$ cat src/rtl/fir_pe_if.sv
// fir_pe_if -- handshake and digit-stream bundle for one FIR processing element.
//   master : frame/coefficient driver (Rdy, Cld, Cin, Xin, Yin out; results in)
//   slave  : the processing element (Xout, Yout, Vld, Busy, Sat, Err out)
//   DW : digit width, CW : coefficient width
interface fir_pe_if #(
    parameter int DW = 4,
    parameter int CW = 6
);
    logic          Rdy;
    logic          Cld;
    logic [CW-1:0] Cin;
    logic [DW-1:0] Xin;
    logic [DW-1:0] Yin;
    logic [DW-1:0] Xout;
    logic [DW-1:0] Yout;
    logic          Vld;
    logic          Busy;
    logic          Sat;
    logic          Err;

    modport master (
        output Rdy, Cld, Cin, Xin, Yin,
        input  Xout, Yout, Vld, Busy, Sat, Err
    );

    modport slave (
        input  Rdy, Cld, Cin, Xin, Yin,
        output Xout, Yout, Vld, Busy, Sat, Err
    );
endinterface

$ cat src/rtl/fir_pe_param.sv
// fir_pe_param -- digit-serial multiply-accumulate element for a systolic FIR chain.
// Each frame shifts in YD partial-sum digits (Yin) and XD operand digits (Xin),
// LSD first, computes R = Y + X*C with optional saturation, and streams the
// previous frame's R and X out (Yout/Xout) while the new frame loads.
//   clk, rst : clock, synchronous active-high reset
//   bus      : fir_pe_if slave (Rdy, Cld, Cin, Xin, Yin -> Xout, Yout, Vld, Busy, Sat, Err)
//
// state | meaning
// ------+------------------------------------------------------------
// IDLE  | waiting for Rdy
// LOAD  | capturing Yin/Xin digits, streaming previous Rreg/Xreg out
// MAC   | one-cycle multiply-accumulate into Rreg, overflow into Sat
// DONE  | result valid (Vld); Rdy here starts the next frame directly
module fir_pe_param #(
    parameter int DW  = 4,
    parameter int XD  = 2,
    parameter int YD  = 4,
    parameter int CW  = 6,
    parameter int SAT = 1
) (
    input logic      clk,
    input logic      rst,
    fir_pe_if.slave  bus
);
    localparam int AW   = YD * DW;
    localparam int XW   = XD * DW;
    localparam int PW   = XW + CW;
    localparam int SW   = AW + 1;
    localparam int CNTW = (YD > 1) ? $clog2(YD) : 1;
    localparam logic [CNTW-1:0] CNT_LAST = CNTW'(YD - 1);

    typedef enum logic [1:0] {
        IDLE = 2'd0,
        LOAD = 2'd1,
        MAC  = 2'd2,
        DONE = 2'd3
    } state_t;

    state_t          state_q, state_d;
    logic [CNTW-1:0] cnt_q, cnt_d;
    logic [XW-1:0]   xreg_q, xreg_d;
    logic [AW-1:0]   yreg_q, yreg_d;
    logic [AW-1:0]   rreg_q, rreg_d;
    logic [CW-1:0]   creg_q, creg_d;
    logic            sat_q, sat_d;
    logic            err_q, err_d;

    logic [PW-1:0]   prod;
    logic [SW-1:0]   sum_full;
    logic [DW-1:0]   xout_c;
    logic [DW-1:0]   yout_c;

    // Product always fits in AW bits, so the AW+1 bit sum carries at most one overflow bit.
    always_comb begin
        prod     = PW'(xreg_q) * PW'(creg_q);
        sum_full = {1'b0, yreg_q} + SW'(prod);
    end

    always_comb begin
        state_d = state_q;
        cnt_d   = cnt_q;
        xreg_d  = xreg_q;
        yreg_d  = yreg_q;
        rreg_d  = rreg_q;
        creg_d  = creg_q;
        sat_d   = sat_q;
        err_d   = err_q;

        case (state_q)
            IDLE: begin
                if (bus.Rdy) begin
                    state_d = LOAD;
                    cnt_d   = '0;
                end
            end
            LOAD: begin
                if (bus.Rdy) begin
                    err_d = 1'b1;
                end
                for (int i = 0; i < YD; i++) begin
                    if (cnt_q == CNTW'(i)) begin
                        yreg_d[i*DW +: DW] = bus.Yin;
                    end
                end
                for (int i = 0; i < XD; i++) begin
                    if (cnt_q == CNTW'(i)) begin
                        xreg_d[i*DW +: DW] = bus.Xin;
                    end
                end
                if (cnt_q == CNT_LAST) begin
                    state_d = MAC;
                end else begin
                    cnt_d = cnt_q + 1'b1;
                end
            end
            MAC: begin
                if (bus.Rdy) begin
                    err_d = 1'b1;
                end
                if (sum_full[AW]) begin
                    sat_d  = 1'b1;
                    rreg_d = (SAT != 0) ? {AW{1'b1}} : sum_full[AW-1:0];
                end else begin
                    sat_d  = 1'b0;
                    rreg_d = sum_full[AW-1:0];
                end
                state_d = DONE;
            end
            DONE: begin
                cnt_d   = '0;
                state_d = bus.Rdy ? LOAD : IDLE;
            end
            default: begin
                state_d = IDLE;
            end
        endcase

        // Coefficient loads in any state; the MAC above already used the old value.
        if (bus.Cld) begin
            creg_d = bus.Cin;
        end
    end

    always_ff @(posedge clk) begin
        if (rst) begin
            state_q <= IDLE;
            cnt_q   <= '0;
            xreg_q  <= '0;
            yreg_q  <= '0;
            rreg_q  <= '0;
            creg_q  <= '0;
            sat_q   <= 1'b0;
            err_q   <= 1'b0;
        end else begin
            state_q <= state_d;
            cnt_q   <= cnt_d;
            xreg_q  <= xreg_d;
            yreg_q  <= yreg_d;
            rreg_q  <= rreg_d;
            creg_q  <= creg_d;
            sat_q   <= sat_d;
            err_q   <= err_d;
        end
    end

    // Digit k of the previous result/operand goes out in the same cycle that
    // digit k of the new frame is captured, so nothing is lost before overwrite.
    always_comb begin
        xout_c = '0;
        yout_c = '0;
        if (state_q == LOAD) begin
            for (int i = 0; i < YD; i++) begin
                if (cnt_q == CNTW'(i)) begin
                    yout_c = rreg_q[i*DW +: DW];
                end
            end
            for (int i = 0; i < XD; i++) begin
                if (cnt_q == CNTW'(i)) begin
                    xout_c = xreg_q[i*DW +: DW];
                end
            end
        end
    end

    assign bus.Xout = xout_c;
    assign bus.Yout = yout_c;
    assign bus.Vld  = (state_q == DONE);
    assign bus.Busy = (state_q == LOAD) || (state_q == MAC);
    assign bus.Sat  = sat_q;
    assign bus.Err  = err_q;

endmodule

$ cat src/flat_wrapper.sv
// flat-port wrapper written by rule: the top's interface ports become plain ports
module fir_pe_param_flat 
#(
    parameter int DW  = 4,
    parameter int XD  = 2,
    parameter int YD  = 4,
    parameter int CW  = 6,
    parameter int SAT = 1
)
  (clk, rst, bus_Rdy, bus_Cld, bus_Cin, bus_Xin, bus_Yin, bus_Xout, bus_Yout, bus_Vld, bus_Busy, bus_Sat, bus_Err);
  fir_pe_if #(.DW(DW), .CW(CW)) bus_i ();
  input logic clk;
  input logic rst;
  input wire logic [$bits(bus_i.Rdy)-1:0] bus_Rdy;
  input wire logic [$bits(bus_i.Cld)-1:0] bus_Cld;
  input wire logic [$bits(bus_i.Cin)-1:0] bus_Cin;
  input wire logic [$bits(bus_i.Xin)-1:0] bus_Xin;
  input wire logic [$bits(bus_i.Yin)-1:0] bus_Yin;
  output wire logic [$bits(bus_i.Xout)-1:0] bus_Xout;
  output wire logic [$bits(bus_i.Yout)-1:0] bus_Yout;
  output wire logic [$bits(bus_i.Vld)-1:0] bus_Vld;
  output wire logic [$bits(bus_i.Busy)-1:0] bus_Busy;
  output wire logic [$bits(bus_i.Sat)-1:0] bus_Sat;
  output wire logic [$bits(bus_i.Err)-1:0] bus_Err;
  assign bus_i.Rdy = bus_Rdy;
  assign bus_i.Cld = bus_Cld;
  assign bus_i.Cin = bus_Cin;
  assign bus_i.Xin = bus_Xin;
  assign bus_i.Yin = bus_Yin;
  assign bus_Xout = bus_i.Xout;
  assign bus_Yout = bus_i.Yout;
  assign bus_Vld = bus_i.Vld;
  assign bus_Busy = bus_i.Busy;
  assign bus_Sat = bus_i.Sat;
  assign bus_Err = bus_i.Err;
  fir_pe_param #(.DW(DW), .XD(XD), .YD(YD), .CW(CW), .SAT(SAT)) u_core (.clk(clk), .rst(rst), .bus(bus_i));
endmodule
$ cat config.mk
export PLATFORM = sky130hd
export DESIGN_NAME = fir_pe_param_flat
export DESIGN_NICKNAME = d
export VERILOG_FILES = /design/src/rtl/fir_pe_if.sv /design/src/rtl/fir_pe_param.sv /design/src/flat_wrapper.sv
export SDC_FILE = /design/constraint.sdc
export NUM_CORES = 1
export LEC_CHECK = 0
export BUFFER_PORTS_ARGS = -buffer_cell sky130_fd_sc_hd__clkbuf_2
export CAP_MARGIN = 10
export CORE_MARGIN = 2
export CORE_UTILIZATION = 35
export CTS_CLUSTER_DIAMETER = 60
export DETAILED_ROUTE_END_ITERATION = 10
export PLACE_DENSITY = 0.49
export SETUP_SLACK_MARGIN = 0.4
export SYNTH_ARGS = -nofsm -noshare
export SYNTH_HDL_FRONTEND = slang
export SYNTH_SLANG_ARGS = --single-unit
$ cat constraint.sdc
create_clock -name clk -period 13.15 [get_ports clk]
set_input_delay 2.63 -clock clk [delete_from_list [all_inputs] [get_ports clk]]
set_output_delay 2.63 -clock clk [all_outputs]
set_load 0.01 [all_outputs]
==> impl_metrics.env, run 1 <==
export IMPL_vias=3478
export IMPL_post_route_util=0.3872
export IMPL_syn_inst=540
export IMPL_synth_compound_area_share=0.1555
export IMPL_pin_count=30
export IMPL_critPathSlowestCell="ha_1"
export IMPL_worstMarginPinSlew_ps=949.0
export IMPL_synth_xor_xnor_area_share=0.01785
export IMPL_tns_ps=0
export IMPL_wl_per_cell_um=14.41
export IMPL_synth_fa_ha_area_frac=0.2765
export IMPL_grt_max_degree=53
export IMPL_crit_path_start_kind="flop"
export IMPL_drtIter0Drc=146
export IMPL_syn_area_um2=4417
export IMPL_hold_class="flop to flop"
export IMPL_drive_above_1_share=0.08423
export IMPL_num_rows=41
export IMPL_start_util=0.3543
export IMPL_finalCritPeriodShare=0.3693
export IMPL_muxShareOfSynthArea=0.02040
export IMPL_firstDrtPassIters=4
export IMPL_tritoncts="done"
export IMPL_syn_avg_cell_area_um2=8.179
export IMPL_clk_latency_ps=300
export IMPL_core_um2=12470
export IMPL_cts_resized=0
export IMPL_layout_nets=651
export IMPL_arrival_ps=2230
export IMPL_ys_warn_count=0
export IMPL_antenna_left=0
export IMPL_setup_worst_path_end_class="output port"
export IMPL_max_cap_violations=0
export IMPL_clock_path_buffers=2
export IMPL_crit_required_ps=10520
export IMPL_path_cells="inv_1 > ha_1 > nand3b_1 > a21oi_1 > a21oi_1 > o21ai_0 > and2_1 > clkbuf_2"
export IMPL_p_total_uw=575.0
export IMPL_slew_headroom=0.3674
export IMPL_setup_viol=0
export IMPL_outcome="finished clean"
export IMPL_yosysSeqAreaShare=0.2357
export IMPL_io_buffer_count=29
export IMPL_cts_clk_slew_worst_paths_ps=70
export IMPL_cts_htree_levels=2
export IMPL_syn_num_nets=634
export IMPL_rsz0062_at_grt="false"
export IMPL_min_period_ps=4857
export IMPL_clock_sinks=52
export IMPL_holdBufCountCts=0
export IMPL_dpl_hpwl_um=8049
export IMPL_cts_root_buf="clkbuf_16"
export IMPL_final_hold_violation_count=0
export IMPL_fp_dieH_um=116.3
export IMPL_grt_pass1_wl_um=17750
export IMPL_leakagePower_uw=0.002139
export IMPL_synthToLayoutAreaGrowth_pct=9.292
export IMPL_critPathMaxStageDelay_ps=700
export IMPL_die_area_um2=13530
export IMPL_fmax_mhz=205.9
export IMPL_grt_usage=0.1690
export IMPL_routed_wl_um=10520
export IMPL_worstSetupPathType="flop to output port"
export IMPL_yosys_area_share_simple=0.2079
export IMPL_cpMostUsedCell="a21oi_1"
export IMPL_grt_pass1_vias=3607
export IMPL_grt_ovfl_total=0
export IMPL_ys_seq_elements=52
export IMPL_crit_path_max_fanout=25
export IMPL_fin_worst_skew_ps=7.115
export IMPL_ir_drop_uv=120.0
export IMPL_synth_top_family_by_area="adder cells"
export IMPL_grt_antenna_before_repair=0
export IMPL_num_antenna_cells=0
export IMPL_drc=0
export IMPL_powerDensity_nw_per_um2=119.1
export IMPL_yosysUniqueCellTypes=45
export IMPL_place_gp_congestion=0.8437
export IMPL_die_w_um=116.3
export IMPL_postCtsSetupBuffers=0
export IMPL_viasPerCell=4.764
export IMPL_maxSlewViolCount=0
export IMPL_cts_made_buffers=5
sequential cells by signal, summed over array words and instances (netlist names):
register / count
u_core.rreg_q: 16
u_core.yreg_q: 16
u_core.xreg_q: 8
u_core.creg_q: 6
u_core.cnt_q: 2
u_core.state_q: 2
u_core.bus.Err: 1
u_core.bus.Sat: 1
stage by stage:
stage	instances	hold slack (ps)	area (um^2)	setup slack (ps)
after floorplan	540	436.3	4417	8970
after global placement	722	446.9	4686	8465
after detailed placement	722	449.9	4686	8416
after CTS	730	460.0	4827	8264
after global routing	730	475.5	4827	8026
final	730	455.7	4827	8293
placed cells by master, fill, tap and decap left out, drive strengths merged, types with 2 or more instances in the layout:
cell	count
mux2i	9
o21a	2
inv	73
o21ai	19
nand3	27
fa	36
a211oi	19
o22ai	4
dfxtp	52
nor2	43
nand2	62
clkbuf	36
and3	3
and2	47
a21oi	50
nand3b	4
ha	40
xnor2	8
a21o	4
buf	2
nor2b	3
cell type report:
class	instances	area (um^2)
clock inverter	1	8.758
fill	1324	7639
sequential	52	1041
timing repair buffer	31	160.2
multi-input combinational	394	2995
inverter	73	274.0
clock buffer	7	132.6
tap	172	215.2
power by group:
| group | switching [uW] | leakage, uW | internal [uW] |
|---|---|---|---|
| sequential | 29.9 | 0.000423 | 191 |
| clock | 63.9 | 0.0000681 | 71.4 |
| combinational | 137 | 0.00165 | 81.5 |
| total | 231 | 0.00214 | 344 |
metal layers:
| metal | GRT usage | wire, um | vias to the layer above |
|---|---|---|---|
| met4 | 0.05000 | 146 | 0 |
| li1 | - | - | 1793 |
| met3 | 0.03373 | 269 | 9 |
| met1 | 0.2187 | 5009 | 1638 |
| met2 | 0.2860 | 5094 | 38 |
| met5 | 0 | 0 | - |
final timing paths:
check / startpoint / end / slack [ps] / depth (start not counted)
max: u_core.cnt_q[1] / bus_Yout[1] / 8290 / 8
min: u_core.yreg_q[13] / u_core.yreg_q[13] / 460 / 2
min reg2reg: u_core.yreg_q[13] / u_core.yreg_q[13] / 460 / 2
max reg2reg: u_core.creg_q[4] / u_core.rreg_q[8] / 8380 / 14
synth_stat cells, drive strengths merged:
cell type,n,share of area
o21a,2,0.0034
xor2,1,0.0020
o22ai,4,0.0057
and3,3,0.0045
nand2,62,0.053
nand4,1,0.0014
a211o,1,0.0020
buf,5,0.0051
nor2b,3,0.0042
o21ai,19,0.026
nor2,43,0.037
a211oi,19,0.033
fa,36,0.16
a21o,4,0.0071
o31ai,1,0.0048
a41oi,1,0.0020
mux2i,9,0.020
dfxtp,52,0.24
a221oi,1,0.0020
inv,73,0.062
a311oi,1,0.0020
ha,40,0.11
a22oi,1,0.0017
and4,1,0.0020
nor3,1,0.0011
a21oi,50,0.058
o21bai,1,0.0017
or2,1,0.0014
o211ai,1,0.0017
nand3,27,0.031
and2,47,0.067
clkbuf,16,0.019
nand3b,4,0.0068
a31oi,1,0.0048
xnor2,8,0.016
cells by family (layout without fill, tap and decap cells):
group / count (synthesis) / in the layout
compound gates: 107 / 107
xor+xnor: 9 / 9
fa+ha+maj: 76 / 76
buf+inv: 94 / 112
flops: 52 / 52
mux: 9 / 9
simple gates: 193 / 193
worst max-delay path, delay by kind of cell, from the launching register on:
kind | cells | cell delay, ps
fa+ha+maj | 1 | 700
simple gates | 2 | 390
flops | 1 | 330
compound gates | 3 | 310
buf+inv | 2 | 210
Power figures use the tool's default switching activity.
==> run 2, diff against run 1 <==
Settings changed: PLACE_DENSITY 0.49 to 0.51.
Clock period 13.15 ns to 4.45 ns, I/O delays scaled along.
==> run 2 against run 1 <==
Final cell count up 3.4%; clock skew up 1.4 ps; first-iteration DRC count up 40%; worst hold slack gained 1.4 ps; worst setup slack worse by 7900 ps; register-to-register slack worse by 8000 ps; largest cell class unchanged.
==> impl_metrics.env, run 2 (synthesized netlist as in run 1, its figures left out) <==
export IMPL_critPathSlowestCell="fa_1"
export IMPL_final_cell_mix="inv_1 (67), nand2_1 (61), a21oi_1 (44)"
export IMPL_grt_antenna_before_repair=0
export IMPL_grt_ovfl_total=0
export IMPL_hold_class="flop to flop"
export IMPL_outcome="finished clean"
export IMPL_holdBufCountCts=0
export IMPL_top_regs="u_core.rreg_q x16, u_core.yreg_q x16, u_core.xreg_q x8"
export IMPL_drtIter0Drc=204
export IMPL_swShare=0.3985
export IMPL_wl_per_cell_um=14.61
export IMPL_pin_count=30
export IMPL_slew_headroom=0.3739
export IMPL_grt_pass1_vias=3868
export IMPL_switchingPower_uw=717.0
export IMPL_num_rows=41
export IMPL_min_period_ps=4066
export IMPL_dpl_cell_count=733
export IMPL_final_hold_violation_count=0
export IMPL_leakagePower_uw=0.002290
export IMPL_clk_latency_ps=310
export IMPL_ir_drop_uv=371.8
export IMPL_maxSlewViolCount=0
export IMPL_fp_dieH_um=116.3
export IMPL_firstDrtPassIters=4
export IMPL_arrival_ps=4290
export IMPL_final_cells=755
export IMPL_path_cells="and2_4 > fa_1 > inv_1 > fa_1 > inv_2 > fa_1 > inv_1 > fa_1 > inv_2 > ha_4 > o21a_4 > nand3_1 > a21oi_2 > buf_4 > nor2b_4 > a211oi_2"
export IMPL_rsz0062_at_grt="true"
export IMPL_seqPwrFrac=0.356
export IMPL_final_common_cell="inv_1"
export IMPL_clock_path_buffers=2
export IMPL_stdcell_area_um2=5256
export IMPL_clock_sinks=52
export IMPL_start_util=0.3543
export IMPL_viasPerCell=4.866
export IMPL_core_um2=12470
export IMPL_die_area_um2=13530
export IMPL_place_gp_congestion=0.8522
export IMPL_grt_pass1_wl_um=18740
export IMPL_grt_max_degree=53
export IMPL_worstMarginPinSlew_ps=939.1
export IMPL_num_antenna_cells=0
export IMPL_place_area_um2=4802
export IMPL_vias=3674
export IMPL_fin_worst_skew_ps=8.520
export IMPL_antenna_left=0
export IMPL_layout_nets=676
export IMPL_path_buf_inv=5
export IMPL_crit_required_ps=4670
export IMPL_fmax_mhz=245.9
export IMPL_setup_worst_path_end_class="flop"
export IMPL_synthToLayoutAreaGrowth_pct=19.01
export IMPL_critPathMaxStageDelay_ps=550
export IMPL_io_buffer_count=29
export IMPL_finalCritPeriodShare=0.9137
export IMPL_grt_usage=0.1788
export IMPL_cts_made_buffers=5
export IMPL_cts_htree_levels=2
export IMPL_drc=0
export IMPL_setup_viol=0
export IMPL_dpl_hpwl_um=8288
export IMPL_tritoncts="done"
export IMPL_crit_path_max_fanout=6
export IMPL_path_delay_family="adder cells"
export IMPL_max_cap_violations=0
export IMPL_cts_root_buf="clkbuf_16"
export IMPL_powerDensity_nw_per_um2=342.3
export IMPL_p_int_uw=1082
export IMPL_clkPwrFrac=0.233
export IMPL_worstSetupPathType="flop to flop"
export IMPL_pwr_share_comb=0.410
export IMPL_die_w_um=116.3
export IMPL_drive_above_1_share=0.2127
export IMPL_cts_clk_slew_worst_paths_ps=70
export IMPL_crit_path_start_kind="flop"
export IMPL_tns_ps=0
export IMPL_cpMostUsedCell="fa_1"
export IMPL_routed_wl_um=11030
[run 2: worst reg2reg max path, stage by stage, from the launching register on]
cell and delay [ps]:
dfxtp_4 370, and2_4 160, fa_1 550, inv_1 60, fa_1 520, inv_2 40
fa_1 470, inv_1 50, fa_1 500, inv_2 50, ha_4 280, o21a_4 150
nand3_1 100, a21oi_2 240, buf_4 170, nor2b_4 60, a211oi_2 220
[run 2: per-layer routing]
metal / vias to the layer above / track usage / share of wire
met5: - / 0 / 0
met3: 15 / 0.03529 / 0.027
met2: 46 / 0.3078 / 0.48
met1: 1765 / 0.2267 / 0.47
li1: 1848 / - / -
met4: 0 / 0.05476 / 0.017
[run 2: timing repair]
item / CTS / global route
gates cloned: 1 / 0
pin swaps: 43 / 11
endpoints found under the setup margin: 17 / 17
gates resized for setup: 56 / 5
buffers inserted: 12 / 0
[run 2: metrics by stage]
stage	hold WS, ps	total power [uW]	util	worst slack (ps)
floorplan	436.3	1135	-	406.7
finish	457.1	1799	0.4217	384.0
CTS	457.6	1819	0.4183	341.2
global placement	444.0	1324	0.3852	60.61
detailed placement	448.0	1336	0.3852	30.22
global route	475.5	1944	0.4217	232.7
[run 2: final timing paths]
kind / from / endpoint / slack, ps / cells past startpoint
worst min-delay path: u_core.yreg_q[6] / u_core.yreg_q[6] / 460 / 2
worst max-delay path: u_core.creg_q[0] / u_core.rreg_q[8] / 380 / 16
worst min register to register: u_core.yreg_q[6] / u_core.yreg_q[6] / 460 / 2
worst max register to register: u_core.creg_q[0] / u_core.rreg_q[8] / 380 / 16
[run 2: cell type report]
type / instances / area (um^2)
sequential: 52 / 1079
timing repair buffer: 56 / 371.6
fill: 1271 / 7209
clock inverter: 2 / 13.76
tap: 172 / 215.2
multi-input combinational: 394 / 3164
inverter: 73 / 274.0
clock buffer: 6 / 138.9
[run 2: power groups by stage]
stage / sequential, uW / combinational, uW / clock, uW
2_1_floorplan: 629 / 506 / 0
3_3_place_gp: 647 / 677 / 0
3_5_place_dp: 649 / 687 / 0
4_1_cts: 640 / 740 / 439
5_1_grt: 653 / 832 / 459
6_report: 641 / 738 / 420
